==> src/rtl/stoch_window_decoder_pkg.sv <==
// Shared types and helpers for the stochastic window decoder: FSM states,
// window length and the saturating count-to-value scaler.
package stoch_pkg;

  typedef enum logic {
    ST_IDLE  = 1'b0,
    ST_ACCUM = 1'b1
  } state_t;

  function automatic int unsigned win_len(input int unsigned wlog2);
    return 32'd1 << wlog2;
  endfunction

  // A full window (all ones) always maps to the maximum code.
  function automatic logic [63:0] scale_count(input logic [31:0] total,
                                              input int unsigned wlog2,
                                              input int unsigned csize);
    logic [63:0] v_max;
    logic [63:0] v_s;
    v_max = (64'd1 << csize) - 64'd1;
    if (wlog2 >= csize)
      v_s = {32'd0, total} >> (wlog2 - csize);
    else
      v_s = {32'd0, total} << (csize - wlog2);
    if ((total == win_len(wlog2)) || (v_s > v_max))
      v_s = v_max;
    return v_s;
  endfunction

endpackage

==> src/rtl/stoch_window_decoder_ones_accum.sv <==
// En-gated sample and ones counters with last-sample detect; both counters
// clear on request and wrap to zero on the last sample of a window.
module stoch_ones_accum
  import stoch_pkg::*;
#(
  parameter int unsigned WINDOW_LOG2 = 8
) (
  input  logic                 CLK,
  input  logic                 nRST,
  input  logic                 i_clr,
  input  logic                 i_run,
  input  logic                 i_en,
  input  logic                 i_a,
  output logic                 o_last,
  output logic [WINDOW_LOG2:0] o_total
);

  localparam logic [WINDOW_LOG2-1:0] LAST_IDX = WINDOW_LOG2'(win_len(WINDOW_LOG2) - 1);

  logic [WINDOW_LOG2-1:0] r_smp;
  logic [WINDOW_LOG2:0]   r_ones;
  logic                   w_step;

  assign w_step  = i_run & i_en;
  assign o_last  = w_step & (r_smp == LAST_IDX);
  assign o_total = r_ones + {{WINDOW_LOG2{1'b0}}, i_a};

  always_ff @(posedge CLK) begin
    if (!nRST || i_clr || o_last) begin
      r_smp  <= '0;
      r_ones <= '0;
    end else if (w_step) begin
      r_smp  <= r_smp + WINDOW_LOG2'(1);
      r_ones <= o_total;
    end
  end

endmodule

==> src/rtl/stoch_window_decoder.sv <==
// Stochastic bitstream decoder: counts ones over a 2^WINDOW_LOG2-sample window
// and publishes the scaled count with a one-cycle valid strobe.
module stoch_window_decoder
  import stoch_pkg::*;
#(
  parameter int unsigned COUNTER_SIZE = 8,
  parameter int unsigned WINDOW_LOG2  = 8,
  parameter bit          CONTINUOUS   = 1'b0
) (
  input  logic                    CLK,
  input  logic                    nRST,
  input  logic                    en,
  input  logic                    a,
  input  logic                    start,
  output logic                    busy,
  output logic [COUNTER_SIZE-1:0] y,
  output logic                    y_valid,
  output logic                    y_sat
);

  state_t                  r_state, w_state_next;
  logic                    w_clr;
  logic                    w_last;
  logic [WINDOW_LOG2:0]    w_total;
  logic [COUNTER_SIZE-1:0] w_scaled;
  logic                    w_full;
  logic [COUNTER_SIZE-1:0] r_y;
  logic                    r_y_valid;
  logic                    r_y_sat;

  stoch_ones_accum #(
    .WINDOW_LOG2(WINDOW_LOG2)
  ) u_accum (
    .CLK    (CLK),
    .nRST   (nRST),
    .i_clr  (w_clr),
    .i_run  (r_state == ST_ACCUM),
    .i_en   (en),
    .i_a    (a),
    .o_last (w_last),
    .o_total(w_total)
  );

  assign w_scaled = COUNTER_SIZE'(scale_count(32'(w_total), WINDOW_LOG2, COUNTER_SIZE));
  assign w_full   = (32'(w_total) == win_len(WINDOW_LOG2));

  always_ff @(posedge CLK) begin
    if (!nRST) r_state <= ST_IDLE;
    else       r_state <= w_state_next;
  end

  // start is only looked at in IDLE, so it is ignored mid-window and on the
  // completion edge of a one-shot window.
  always_comb begin
    w_state_next = r_state;
    w_clr        = 1'b0;
    case (r_state)
      ST_IDLE: begin
        if (CONTINUOUS || start) begin
          w_state_next = ST_ACCUM;
          w_clr        = 1'b1;
        end
      end
      ST_ACCUM: begin
        if (w_last && !CONTINUOUS) w_state_next = ST_IDLE;
      end
      default: w_state_next = ST_IDLE;
    endcase
  end

  always_ff @(posedge CLK) begin
    if (!nRST) begin
      r_y       <= '0;
      r_y_valid <= 1'b0;
      r_y_sat   <= 1'b0;
    end else begin
      r_y_valid <= w_last;
      if (w_last) begin
        r_y     <= w_scaled;
        r_y_sat <= w_full;
      end
    end
  end

  assign busy    = (r_state == ST_ACCUM);
  assign y       = r_y;
  assign y_valid = r_y_valid;
  assign y_sat   = r_y_sat;

endmodule
==> config.mk <==
export PLATFORM = sky130hd
export DESIGN_NAME = stoch_window_decoder
export DESIGN_NICKNAME = d
export VERILOG_FILES = /design/src/rtl/stoch_window_decoder_pkg.sv /design/src/rtl/stoch_window_decoder_ones_accum.sv /design/src/rtl/stoch_window_decoder.sv
export SDC_FILE = /design/constraint.sdc
export NUM_CORES = 1
export LEC_CHECK = 0
export ABC_AREA = 1
export CAP_MARGIN = 20
export CORE_AREA = 2 2 45 68
export DETAILED_ROUTE_END_ITERATION = 7
export DIE_AREA = 0 0 47 70
export HOLD_SLACK_MARGIN = 0.1
export PLACE_DENSITY = 0.76
export SYNTH_ARGS = -nofsm -noshare
export SYNTH_HDL_FRONTEND = slang
export SYNTH_SLANG_ARGS = --single-unit
==> constraint.sdc <==
create_clock -name CLK -period 1.75 [get_ports CLK]
set_clock_uncertainty 0.15 [all_clocks]
set_input_delay 0.175 -clock CLK [delete_from_list [all_inputs] [get_ports CLK]]
set_output_delay 0.175 -clock CLK [all_outputs]
set_load 0.02 [all_outputs]
==> insert_results.sql, run 1 <==
INSERT INTO impl_metrics (metric_group, metric, value, unit) VALUES
('critical_path', 'critical_path_cell_sequence', 'clkdlybuf4s50_1 -> ha_2 -> ha_4 -> nand2_1 -> nor2_2 -> nand2_1 -> nand2_2 -> nand2_4 -> nor2_4 -> a21oi_2', ''),
('routing', 'route.met2.wl', '1554', 'µm'),
('global_route', 'groute.usage.overall', '18.85', '%'),
('power_and_ir_drop', 'vdd_ir_drop_max', '0.4175', 'mV'),
('routing', 'postRouteWirelength', '2891', 'µm'),
('sta', 'report.final.slew_viol_count', '0', ''),
('clock_network', 'htree_levels', '1', ''),
('synthesis', 'syn_inst', '204', ''),
('synthesis', 'synth_ff_type', 'dfxtp_1', ''),
('placement', 'place_area', '1747', 'µm²'),
('routing', 'antenna_left', '0', ''),
('global_route', 'grt-ovfl-total', '0', ''),
('die', 'die_w', '47', 'µm'),
('synthesis', 'synth-warning-count', '0', ''),
('power_and_ir_drop', 'leakage', '0.7533', 'nW'),
('routing', 'drt-pass1-iter-count', '4', ''),
('global_route', 'grt_pass1_wl', '4616', 'µm'),
('finish', 'multi_input_comb_area', '797.0', 'µm²'),
('routing', 'top_signal_layer_used', 'met4', ''),
('finish', 'fin_nets', '242', ''),
('synthesis', 'synth.cells.most_frequent', 'nand2_1 (66), dfxtp_1 (28), inv_1 (22)', ''),
('synthesis', 'synthAdderAreaFrac', '2.586', '%'),
('die', 'rows', '24', ''),
('clock_network', 'cts_num_sinks', '28', ''),
('critical_path', 'critical_path.startpoint_type', 'input port', ''),
('synthesis', 'ys_types', '30', ''),
('critical_path', 'end_kind', 'flop', ''),
('placement', 'port_buffers', '15', ''),
('die', 'die_height', '70', 'µm'),
('sta', 'period_minus_slack', '1677', 'ps'),
('finish', 'antennaDiodeCount', '0', ''),
('synthesis', 'synth_xor_xnor_area_share', '0.6034', '%'),
('synthesis', 'syn_area_cell', '7.115', 'µm²'),
('synthesis', 'ys_async_sr_fraction', '0', '%'),
('global_route', 'number_of_global_route_vias_before_repair', '1130', ''),
('synthesis', 'yosysMostFrequentCell', 'nand2_1', ''),
('synthesis', 'synthDominantAreaCellType', 'dfxtp_1', ''),
('sta', 'tightestPinTransition', '363.6', 'ps'),
('finish', 'drive_above_1_share', '19.83', '%'),
('critical_path', 'critPathArrivalTime', '1690', 'ps'),
('synthesis', 'synth-edff-count', '0', ''),
('critical_path', 'crit_top_cell', 'nand2_1', ''),
('placement', 'detailed_place_hpwl', '2165', 'µm'),
('clock_network', 'post-cts-setup-buffer-count', '0', ''),
('outcome', 'outcome', 'complete, no violations', ''),
('power_and_ir_drop', 'p_per_area', '589.1', 'nW/µm²'),
('sta', 'tightest_hold_margin', '304.7', 'ps'),
('hold_path', 'hold_path_class', 'reg2reg', ''),
('global_route', 'grt_antenna_before_repair', '0', ''),
('sta', 'rsz_0062_raised_after_global_routing', 'yes', ''),
('finish', 'sequential_cell_area', '561.8', 'µm²'),
('sta', 'max_clock_freq', '596.2', 'MHz'),
('run', 'max_cap_viol_count', '0', ''),
('routing', 'met3_wirelength', '46', 'µm'),
('synthesis', 'synth-compound-area-share', '11.90', '%'),
('finish', 'fillCellCount', '252', ''),
('clock_network', 'postCtsHoldBufs', '0', ''),
('routing', 'm1WireLength', '1238', 'µm'),
('die', 'number_of_top_level_pins', '16', ''),
('sta', 'final.period_utilization', '95.85', '%'),
('critical_path', 'worst-setup-path-type', 'in2reg', ''),
('critical_path', 'worst-path-max-fanout', '5', ''),
('synthesis', 'synth_seq_cells', '28', ''),
('clock_network', 'post_cts.resized_instances', '0', ''),
('synthesis', 'synth.yosys.seq_area_share', '38.62', '%'),
('die', 'initial_standard_cell_utilization_of_the_core', '52.54', '%'),
('clock_network', 'clk_slew_on_worst_s_h_paths', '90', 'ps'),
('sta', 'final_hold_viol_count', '0', ''),
('clock_network', 'numCtsBuffers', '3', ''),
('die', 'core', '2763', 'µm²'),
('synthesis', 'largest_family_of_logic_cells_by_synthesized_area', 'simple AND/OR/NAND/NOR gates', '');
## metrics by stage
stage	TNS, ps	total power [mW]	cells	setup WS [ps]
finish	0	1.073	271	72.64
global route	-222.5	1.117	271	-46.80
floorplan	0	0.7132	204	143.4
global placement	-2120	0.7454	268	-215.7
detailed placement	-2367	0.7471	268	-227.8
CTS	0	1.087	271	58.59
## metal layers
metal / vias up / track usage [%]
li1: 700 / -
met1: 603 / 20.52
met2: 15 / 34.55
met3: 6 / 2.326
met4: 0 / 6.481
met5: - / 0
## area by class of cell
| class | count | share of cell area, % |
|---|---|---|
| clock buffer | 3 | 2.266 |
| inverter | 26 | 5.357 |
| multi-input combinational | 145 | 43.75 |
| sequential | 28 | 30.84 |
| tap | 39 | 2.679 |
| timing repair buffer | 30 | 15.11 |
## tightest hold or removal path, delay by kind of cell, from the launching register on
family	cells	cell delay [ps]
simple gates	2	100
flops	1	320
## registers in the layout, summed over array words and instances, names as in the netlist
name / count
busy: 1
u_accum.r_ones: 9
u_accum.r_smp: 8
y: 8
y_sat: 1
y_valid: 1
## cells in the final DEF, fill, tap and decap left out, types with 3 or more instances in the layout
cell type and count:
nand4_1 4, o21bai_1 3, dfxtp_1 27, clkdlybuf4s50_1 15
nand3_1 11, inv_1 22, inv_2 4, nor2_2 4
a21oi_2 5, nor2_1 13, buf_4 14, a21oi_1 13
nand2_1 65, o21ai_1 6, clkbuf_8 3
## worst paths after layout
path,slack (ps),endpoint,startpoint,cells after the start
worst max register to register,90,y[1]$_SDFFE_PN0P_,u_accum.r_ones[0]$_SDFFE_PP0P_,9
worst max-delay path,70,y[1]$_SDFFE_PN0P_,a,10
worst min register to register,300,y[4]$_SDFFE_PN0P_,y[4]$_SDFFE_PN0P_,2
worst min-delay path,300,y[4]$_SDFFE_PN0P_,y[4]$_SDFFE_PN0P_,2
## cells by family after synthesis
| kind of cell | Yosys count |
|---|---|
| AOI/OAI and AO/OA | 29 |
| xor gates and xnor gates | 1 |
| adders and majority gates | 3 |
| buffers and inverters | 31 |
| DFF | 28 |
| and+or+nand+nor | 112 |
## power by group
group | leakage [nW] | switching [mW] | total, mW | internal [mW]
clock network | 0.0216 | 0.186 | 0.341 | 0.154
registers | 0.226 | 0.00481 | 0.646 | 0.642
logic | 0.505 | 0.0522 | 0.0860 | 0.0338
total | 0.753 | 0.243 | 1.07 | 0.830
Note: power is estimated with default switching activity, not from simulation.
==> run 2, diff against run 1 <==
--- a/config.mk
+++ b/config.mk
@@ -11,7 +11,7 @@
 export DETAILED_ROUTE_END_ITERATION = 7
 export DIE_AREA = 0 0 47 70
 export HOLD_SLACK_MARGIN = 0.1
-export PLACE_DENSITY = 0.76
+export PLACE_DENSITY = 0.81
 export SYNTH_ARGS = -nofsm -noshare
 export SYNTH_HDL_FRONTEND = slang
 export SYNTH_SLANG_ARGS = --single-unit
==> run 2 against run 1 <==
Non-clock buffer count fell by 2. Fmax fell by 1.7%. Sequential cell count did not move. Largest power group unchanged. Highest routed layer unchanged.
==> insert_results.sql, run 2 (synthesis results as in run 1) <==
INSERT INTO impl_metrics (metric_group, metric, value, unit) VALUES
('die', 'dieArea', '3290', 'µm²'),
('routing', 'postRouteWirelength', '2960', 'µm'),
('critical_path', 'worst-path-max-fanout', '5', ''),
('power_and_ir_drop', 'clockPowerShare', '31.9', '%'),
('critical_path', 'worst-setup-path-type', 'in2reg', ''),
('finish', 'layout.cells.most_common', 'nand2_1', ''),
('finish', 'max_flop_register', 'u_accum.r_ones', ''),
('run', 'max_cap_viol_count', '0', ''),
('finish', 'drive_above_1_share', '18.70', '%'),
('routing', 'vias', '1307', ''),
('finish', 'largest_reg_flops', '9', ''),
('finish', 'antennaDiodeCount', '0', ''),
('critical_path', 'path_depth', '10', ''),
('power_and_ir_drop', 'p_comb_share', '8.3', '%'),
('finish', 'finalInstanceArea', '1813', 'µm²'),
('critical_path', 'critical_path.n_buffers_inverters', '1', ''),
('sta', 'final.period_utilization', '97.47', '%'),
('sta', 'setup_total_negative_slack', '0', 'ps'),
('power_and_ir_drop', 'leakage', '0.7569', 'nW'),
('sta', 'period_minus_slack', '1706', 'ps'),
('sta', 'tightestPinTransition', '311.6', 'ps'),
('critical_path', 'r2r-end', 'y[0]$_SDFFE_PN0P_', ''),
('die', 'die_height', '70', 'µm'),
('critical_path', 'worst_path_max_delay_cell', 'clkdlybuf4s50_1', ''),
('hold_path', 'worstHoldPathCells', '2', ''),
('routing', 'drt-initial-drc-count', '36', ''),
('power_and_ir_drop', 'vdd_ir_drop_max', '0.3574', 'mV'),
('die', 'core', '2763', 'µm²'),
('placement', 'dpl_worst_slack', '-292.8', 'ps'),
('routing', 'detail_route.vias_per_cell', '4.859', ''),
('finish', 'fin_util', '65.63', '%'),
('routing', 'drt-pass1-iter-count', '4', ''),
('sta', 'worst_slew_margin_rel', '79.20', '%'),
('power_and_ir_drop', 'power.switching', '0.2485', 'mW'),
('clock_network', 'clock_tree.buffer_depth', '2', ''),
('clock_network', 'htree_levels', '1', ''),
('global_route', 'grt_pass1_wl', '4926', 'µm'),
('die', 'die_w', '47', 'µm'),
('global_route', 'groute.usage.overall', '19.92', '%'),
('sta', 'final_hold_viol_count', '0', ''),
('sta', 'finalWorstSetupSlack', '44.28', 'ps'),
('sta', 'tightest_hold_margin', '300.9', 'ps'),
('clock_network', 'cts_num_sinks', '28', ''),
('critical_path', 'worst-r2r-setup-slack', '70', 'ps'),
('power_and_ir_drop', 'post-layout-total-power', '1.081', 'mW'),
('global_route', 'grt-ovfl-total', '0', ''),
('critical_path', 'critical_path.startpoint_type', 'input port', ''),
('hold_path', 'hold_start', 'y[5]$_SDFFE_PN0P_', ''),
('placement', 'gp_congestion', '0.8152', ''),
('clock_network', 'numCtsBuffers', '3', ''),
('critical_path', 'worst_reg2reg_path_length_in_cells', '9', ''),
('power_and_ir_drop', 'pwr-share-seq', '59.8', '%'),
('routing', 'wl_per_cell', '11.00', 'µm'),
('die', 'number_of_top_level_pins', '16', ''),
('clock_network', 'postCtsHoldBufs', '0', ''),
('placement', 'port_buffers', '15', ''),
('die', 'rows', '24', ''),
('clock_network', 'clock_tree.root_cell', 'clkbuf_8', ''),
('critical_path', 'critPathTopFamily', 'simple AND/OR/NAND/NOR gates', ''),
('routing', 'drc', '0', ''),
('critical_path', 'critPathArrivalTime', '1720', 'ps'),
('critical_path', 'regToRegStartpoint', 'u_accum.r_ones[0]$_SDFFE_PP0P_', ''),
('hold_path', 'hold_path_class', 'reg2reg', ''),
('global_route', 'grt_antenna_before_repair', '0', ''),
('placement', 'place_area', '1724', 'µm²'),
('power_and_ir_drop', 'p_per_area', '596.3', 'nW/µm²'),
('routing', 'antenna_left', '0', ''),
('finish', 'final_cell_mix', 'nand2_1 (63), dfxtp_1 (28), inv_1 (22)', ''),
('finish', 'finalNonFillerCells', '269', ''),
('placement', 'place.detailed.instances', '265', ''),
('sta', 'max_clock_freq', '586.3', 'MHz'),
('critical_path', 'critical_path_cell_sequence', 'clkdlybuf4s50_1 -> ha_2 -> ha_4 -> nand2_4 -> nor2_4 -> nand2_2 -> nand2_2 -> nand2_4 -> nor2_4 -> a21oi_2', ''),
('sta', 'setup_viol', '0', ''),
('clock_network', 'clk_slew_on_worst_s_h_paths', '90', 'ps'),
('global_route', 'number_of_global_route_vias_before_repair', '1168', ''),
('power_and_ir_drop', 'sw_share', '22.98', '%'),
('finish', 'fin_nets', '240', ''),
('hold_path', 'holdPathEnd', 'y[5]$_SDFFE_PN0P_', ''),
('sta', 'report.final.slew_viol_count', '0', ''),
('placement', 'detailed_place_hpwl', '2119', 'µm'),
('power_and_ir_drop', 'internal-power', '0.8327', 'mW'),
('critical_path', 'required_time_of_the_worst_setup_path', '1770', 'ps'),
('die', 'initial_standard_cell_utilization_of_the_core', '52.54', '%'),
('critical_path', 'critPathMaxStageDelay', '480', 'ps'),
('clock_network', 'clock_insertion_delay_worst_skew', '270', 'ps'),
('clock_network', 'cts_tree', 'built', ''),
('outcome', 'outcome', 'complete, no violations', ''),
('critical_path', 'end_kind', 'flop', ''),
('finish', 'area_growth_syn_to_layout', '24.91', '%'),
('global_route', 'grt_start_max_net_pins', '18', '');
run 2: cell count changes in the layout (fill, tap and decap cells not counted):
cell,previous run,this run
nand2_2,2,3
nand2_4,2,3
dfxtp_1,27,28
nand3_1,11,12
nor2_4,2,3
nor2_1,13,14
dfxtp_2,1,0
nand3_2,2,1
nor2_2,4,2
nand2_1,65,63
buf_4,14,12
run 2: repair_timing:
item                       in CTS  in global routing
buffers inserted                0                  1
pin swaps                       1                  5
setup endpoints to repair       5                 10
gates resized for setup         2                  8
run 2: layout make-up:
type	count	area, µm²
Sequential cell	28	560.5
Inverter	26	97.59
Fill cell	255	949.7
Clock buffer	3	41.29
Timing Repair Buffer	28	260.3
Multi-Input combinational cell	145	804.5
Tap cell	39	48.80
run 2: layer usage:
layer / GRT usage (%) / share of wire [%] / vias to the layer above
met5: 0 / 0 / -
met4: 7.407 / 1.6 / 0
met3: 2.326 / 2.4 / 6
met2: 34.70 / 53 / 25
met1: 23.39 / 43 / 574
li1: - / - / 702
run 2: how the worst max path moves through the flow:
stage	endpoint	slack (ps)	startpoint
final	y[0]$_SDFFE_PN0P_	40	a
after global routing	y[3]$_SDFFE_PN0P_	-50	a
after CTS	y[0]$_SDFFE_PN0P_	5	a
after detailed placement	y[0]$_SDFFE_PN0P_	-290	a
after global placement	y[0]$_SDFFE_PN0P_	-220	a
after floorplan	y[0]$_SDFFE_PN0P_	140	u_accum.r_ones[0]$_SDFFE_PP0P_
run 2: power groups by stage:
stage / sequential (mW) / clock, mW / combinational [mW]
after floorplan: 0.664 / 0 / 0.0491
after global placement: 0.661 / 0 / 0.0885
after detailed placement: 0.661 / 0 / 0.0896
after CTS: 0.647 / 0.356 / 0.0899
after global routing: 0.647 / 0.374 / 0.0988
final: 0.647 / 0.344 / 0.0900
run 2: worst reg2reg max path, stage by stage, from the launching register on:
cell and delay, ps:
dfxtp_1 350, ha_2 220, ha_4 170, nand2_4 70
nor2_4 140, nand2_2 70, nand2_2 80, nand2_4 80
nor2_4 180, a21oi_2 80
==> run 3, diff against run 2 <==
--- a/config.mk
+++ b/config.mk
@@ -7,11 +7,11 @@
 export LEC_CHECK = 0
 export ABC_AREA = 1
 export CAP_MARGIN = 20
-export CORE_AREA = 2 2 45 68
+export CORE_AREA = 2 2 48 72
 export DETAILED_ROUTE_END_ITERATION = 7
-export DIE_AREA = 0 0 47 70
+export DIE_AREA = 0 0 50 74
 export HOLD_SLACK_MARGIN = 0.1
-export PLACE_DENSITY = 0.81
+export PLACE_DENSITY = 0.76
 export SYNTH_ARGS = -nofsm -noshare
 export SYNTH_HDL_FRONTEND = slang
 export SYNTH_SLANG_ARGS = --single-unit
==> constraint.sdc (replaced) <==
create_clock -name CLK -period 1.55 [get_ports CLK]
set_clock_uncertainty 0.15 [all_clocks]
set_input_delay 0.155 -clock CLK [delete_from_list [all_inputs] [get_ports CLK]]
set_output_delay 0.155 -clock CLK [all_outputs]
set_load 0.02 [all_outputs]
==> run 3 against run 2 <==
The flow now finishes with violations (negative setup slack). Wire length grew 4.2%. Hold slack lost 1.2 ps. Cell count rose by 4.8%.
==> insert_results.sql, run 3 (synthesis results as in run 1) <==
INSERT INTO impl_metrics (metric_group, metric, value, unit) VALUES
('outcome', 'outcome', 'finished with violations', ''),
('outcome', 'violations', 'negative setup slack', ''),
('finish', 'fin_nets', '251', ''),
('critical_path', 'end_kind', 'flop', ''),
('power_and_ir_drop', 'p_comb_share', '8.7', '%'),
('sta', 'finalWorstSetupSlack', '-60.74', 'ps'),
('clock_network', 'numCtsBuffers', '3', ''),
('clock_network', 'clock_insertion_delay_worst_skew', '280', 'ps'),
('routing', 'wl_per_cell', '10.93', 'µm'),
('critical_path', 'critPathArrivalTime', '1620', 'ps'),
('power_and_ir_drop', 'internal-power', '1.003', 'mW'),
('clock_network', 'cts_num_sinks', '28', ''),
('run', 'max_cap_viol_count', '0', ''),
('die', 'die_height', '74', 'µm'),
('placement', 'dpl_worst_slack', '-394.7', 'ps'),
('power_and_ir_drop', 'clockPowerShare', '35.1', '%'),
('die', 'initial_standard_cell_utilization_of_the_core', '46.87', '%'),
('routing', 'detail_route.vias_per_cell', '4.894', ''),
('critical_path', 'worst-setup-path-type', 'reg2reg', ''),
('routing', 'vias', '1380', ''),
('sta', 'rsz_0062_raised_after_global_routing', 'yes', ''),
('power_and_ir_drop', 'pwr-share-seq', '56.1', '%'),
('clock_network', 'clock_tree.root_cell', 'clkbuf_8', ''),
('clock_network', 'htree_levels', '1', ''),
('critical_path', 'worst-path-max-fanout', '3', ''),
('routing', 'drt-pass1-iter-count', '4', ''),
('global_route', 'routing_layer_with_the_top_usage_in_global_route', 'met2', ''),
('placement', 'gp_congestion', '0.7914', ''),
('power_and_ir_drop', 'leakage', '1.001', 'nW'),
('finish', 'layout.cells.most_common', 'nand2_1', ''),
('global_route', 'global_route_met1_utilization', '19.67', '%'),
('placement', 'port_buffers', '15', ''),
('global_route', 'grt_antenna_before_repair', '0', ''),
('global_route', 'grt_pass1_wl', '4774', 'µm'),
('finish', 'drive_above_1_share', '29.75', '%'),
('sta', 'tightestPinTransition', '241.2', 'ps'),
('sta', 'setup_viol', '7', ''),
('critical_path', 'critical_path_cell_sequence', 'ha_4 -> ha_4 -> buf_6 -> nand3_4 -> nor2_2 -> nand2_1 -> buf_4 -> nand3_2 -> a21oi_1', ''),
('global_route', 'use_met3', '2.610', '%'),
('global_route', 'grt-ovfl-total', '0', ''),
('power_and_ir_drop', 'vdd_ir_drop_max', '0.4062', 'mV'),
('die', 'number_of_top_level_pins', '16', ''),
('die', 'die_w', '50', 'µm'),
('global_route', 'grt_start_max_net_pins', '18', ''),
('finish', 'final_cell_mix', 'nand2_1 (59), dfxtp_1 (25), buf_4 (22)', ''),
('critical_path', 'critical_path.startpoint_type', 'flop', ''),
('global_route', 'met2_usage', '28.22', '%'),
('critical_path', 'critPathMaxStageDelay', '360', 'ps'),
('critical_path', 'required_time_of_the_worst_setup_path', '1560', 'ps'),
('finish', 'antennaDiodeCount', '0', ''),
('clock_network', 'postCtsHoldBufs', '0', ''),
('clock_network', 'clock_tree.buffer_depth', '2', ''),
('finish', 'finalInstanceArea', '2007', 'µm²'),
('sta', 'report.final.slew_viol_count', '0', ''),
('critical_path', 'crit_top_cell', 'ha_4', ''),
('finish', 'largest_reg_flops', '9', ''),
('power_and_ir_drop', 'power.switching', '0.2991', 'mW'),
('die', 'core', '3097', 'µm²'),
('hold_path', 'hold_path_class', 'reg2reg', ''),
('clock_network', 'cts_tree', 'built', ''),
('finish', 'max_flop_register', 'u_accum.r_ones', ''),
('finish', 'area_growth_syn_to_layout', '38.28', '%'),
('die', 'rows', '25', ''),
('power_and_ir_drop', 'post-layout-total-power', '1.302', 'mW'),
('clock_network', 'clk_slew_on_worst_s_h_paths', '100', 'ps'),
('sta', 'period_minus_slack', '1611', 'ps'),
('power_and_ir_drop', 'p_per_area', '648.8', 'nW/µm²'),
('routing', 'antenna_left', '0', ''),
('sta', 'worst_slew_margin_rel', '83.90', '%'),
('die', 'dieArea', '3700', 'µm²'),
('sta', 'final.period_utilization', '103.9', '%'),
('power_and_ir_drop', 'sw_share', '22.97', '%'),
('placement', 'place_area', '1833', 'µm²'),
('placement', 'detailed_place_hpwl', '2169', 'µm'),
('sta', 'final_hold_viol_count', '0', ''),
('routing', 'drt-initial-drc-count', '42', ''),
('global_route', 'number_of_global_route_vias_before_repair', '1147', ''),
('global_route', 'groute.usage.overall', '16.67', '%'),
('critical_path', 'worst_path_max_delay_cell', 'dfxtp_2', ''),
('routing', 'drc', '0', ''),
('routing', 'postRouteWirelength', '3083', 'µm'),
('critical_path', 'critical_path.n_buffers_inverters', '2', ''),
('sta', 'max_clock_freq', '620.8', 'MHz'),
('critical_path', 'critPathTopFamily', 'simple AND/OR/NAND/NOR gates', '');
run 3: cell count changes in the layout (fill, tap and decap cells not counted), sizes merged:
cell           before  now
dlygate4sd2         0    2
clkdlybuf4s50      15    4
clkbuf              3    4
buf                13   24
dlymetal6s2s        0    9
run 3: tightest hold or removal path: cells and delay by family (launching register included):
kind / cells / cell delay (ps)
flip-flops: 1 / 320
AND/OR/NAND/NOR: 2 / 100
run 3: repair_timing:
item,in CTS,in global routing
pin swaps,5,14
setup buffers,0,1
resized for setup,6,32
endpoints found under the setup margin,11,31
run 3: final cells by class:
type,instances,area (µm²)
clock buffer,4,55.05
tap,40,50.05
multi-input combinational,145,873.3
inverter,26,97.59
timing repair buffer,39,366.6
fill,243,1090
sequential,28,564.3
run 3: power by group through the flow:
stage | Sequential, mW | Combinational (mW) | Clock [mW]
after CTS | 0.731 | 0.113 | 0.474
final | 0.731 | 0.114 | 0.457
after global placement | 0.747 | 0.116 | 0
after detailed placement | 0.747 | 0.116 | 0
after global routing | 0.732 | 0.125 | 0.498
after floorplan | 0.750 | 0.0572 | 0
run 3: worst paths after layout:
check | startpoint | slack [ps] | end | depth (start not counted)
hold / removal | y[4]$_SDFFE_PN0P_ | 300 | y[4]$_SDFFE_PN0P_ | 2
hold reg to reg | y[4]$_SDFFE_PN0P_ | 300 | y[4]$_SDFFE_PN0P_ | 2
setup / recovery | u_accum.r_ones[0]$_SDFFE_PP0P_ | -60 | u_accum.r_ones[6]$_SDFFE_PP0P_ | 9
setup reg to reg | u_accum.r_ones[0]$_SDFFE_PP0P_ | -60 | u_accum.r_ones[6]$_SDFFE_PP0P_ | 9
run 3: stage by stage:
step                TNS (ps)  hold slack (ps)  util [%]  std cells
CTS                   -1.146            306.3     61.25        281
finish                -212.0            299.6     64.81        282
global placement       -4894            284.8     59.19        277
floorplan                  0            236.9         -        204
global route          -931.3            335.7     64.81        282
detailed placement     -5545            288.5     59.19        277
run 3: metal layers:
| layer | part of all wire (%) | wire, µm |
|---|---|---|
| met2 | 51 | 1570 |
| met4 | 2.8 | 85 |
| met1 | 43 | 1325 |
| met3 | 3.3 | 101 |
| met5 | 0 | 0 |
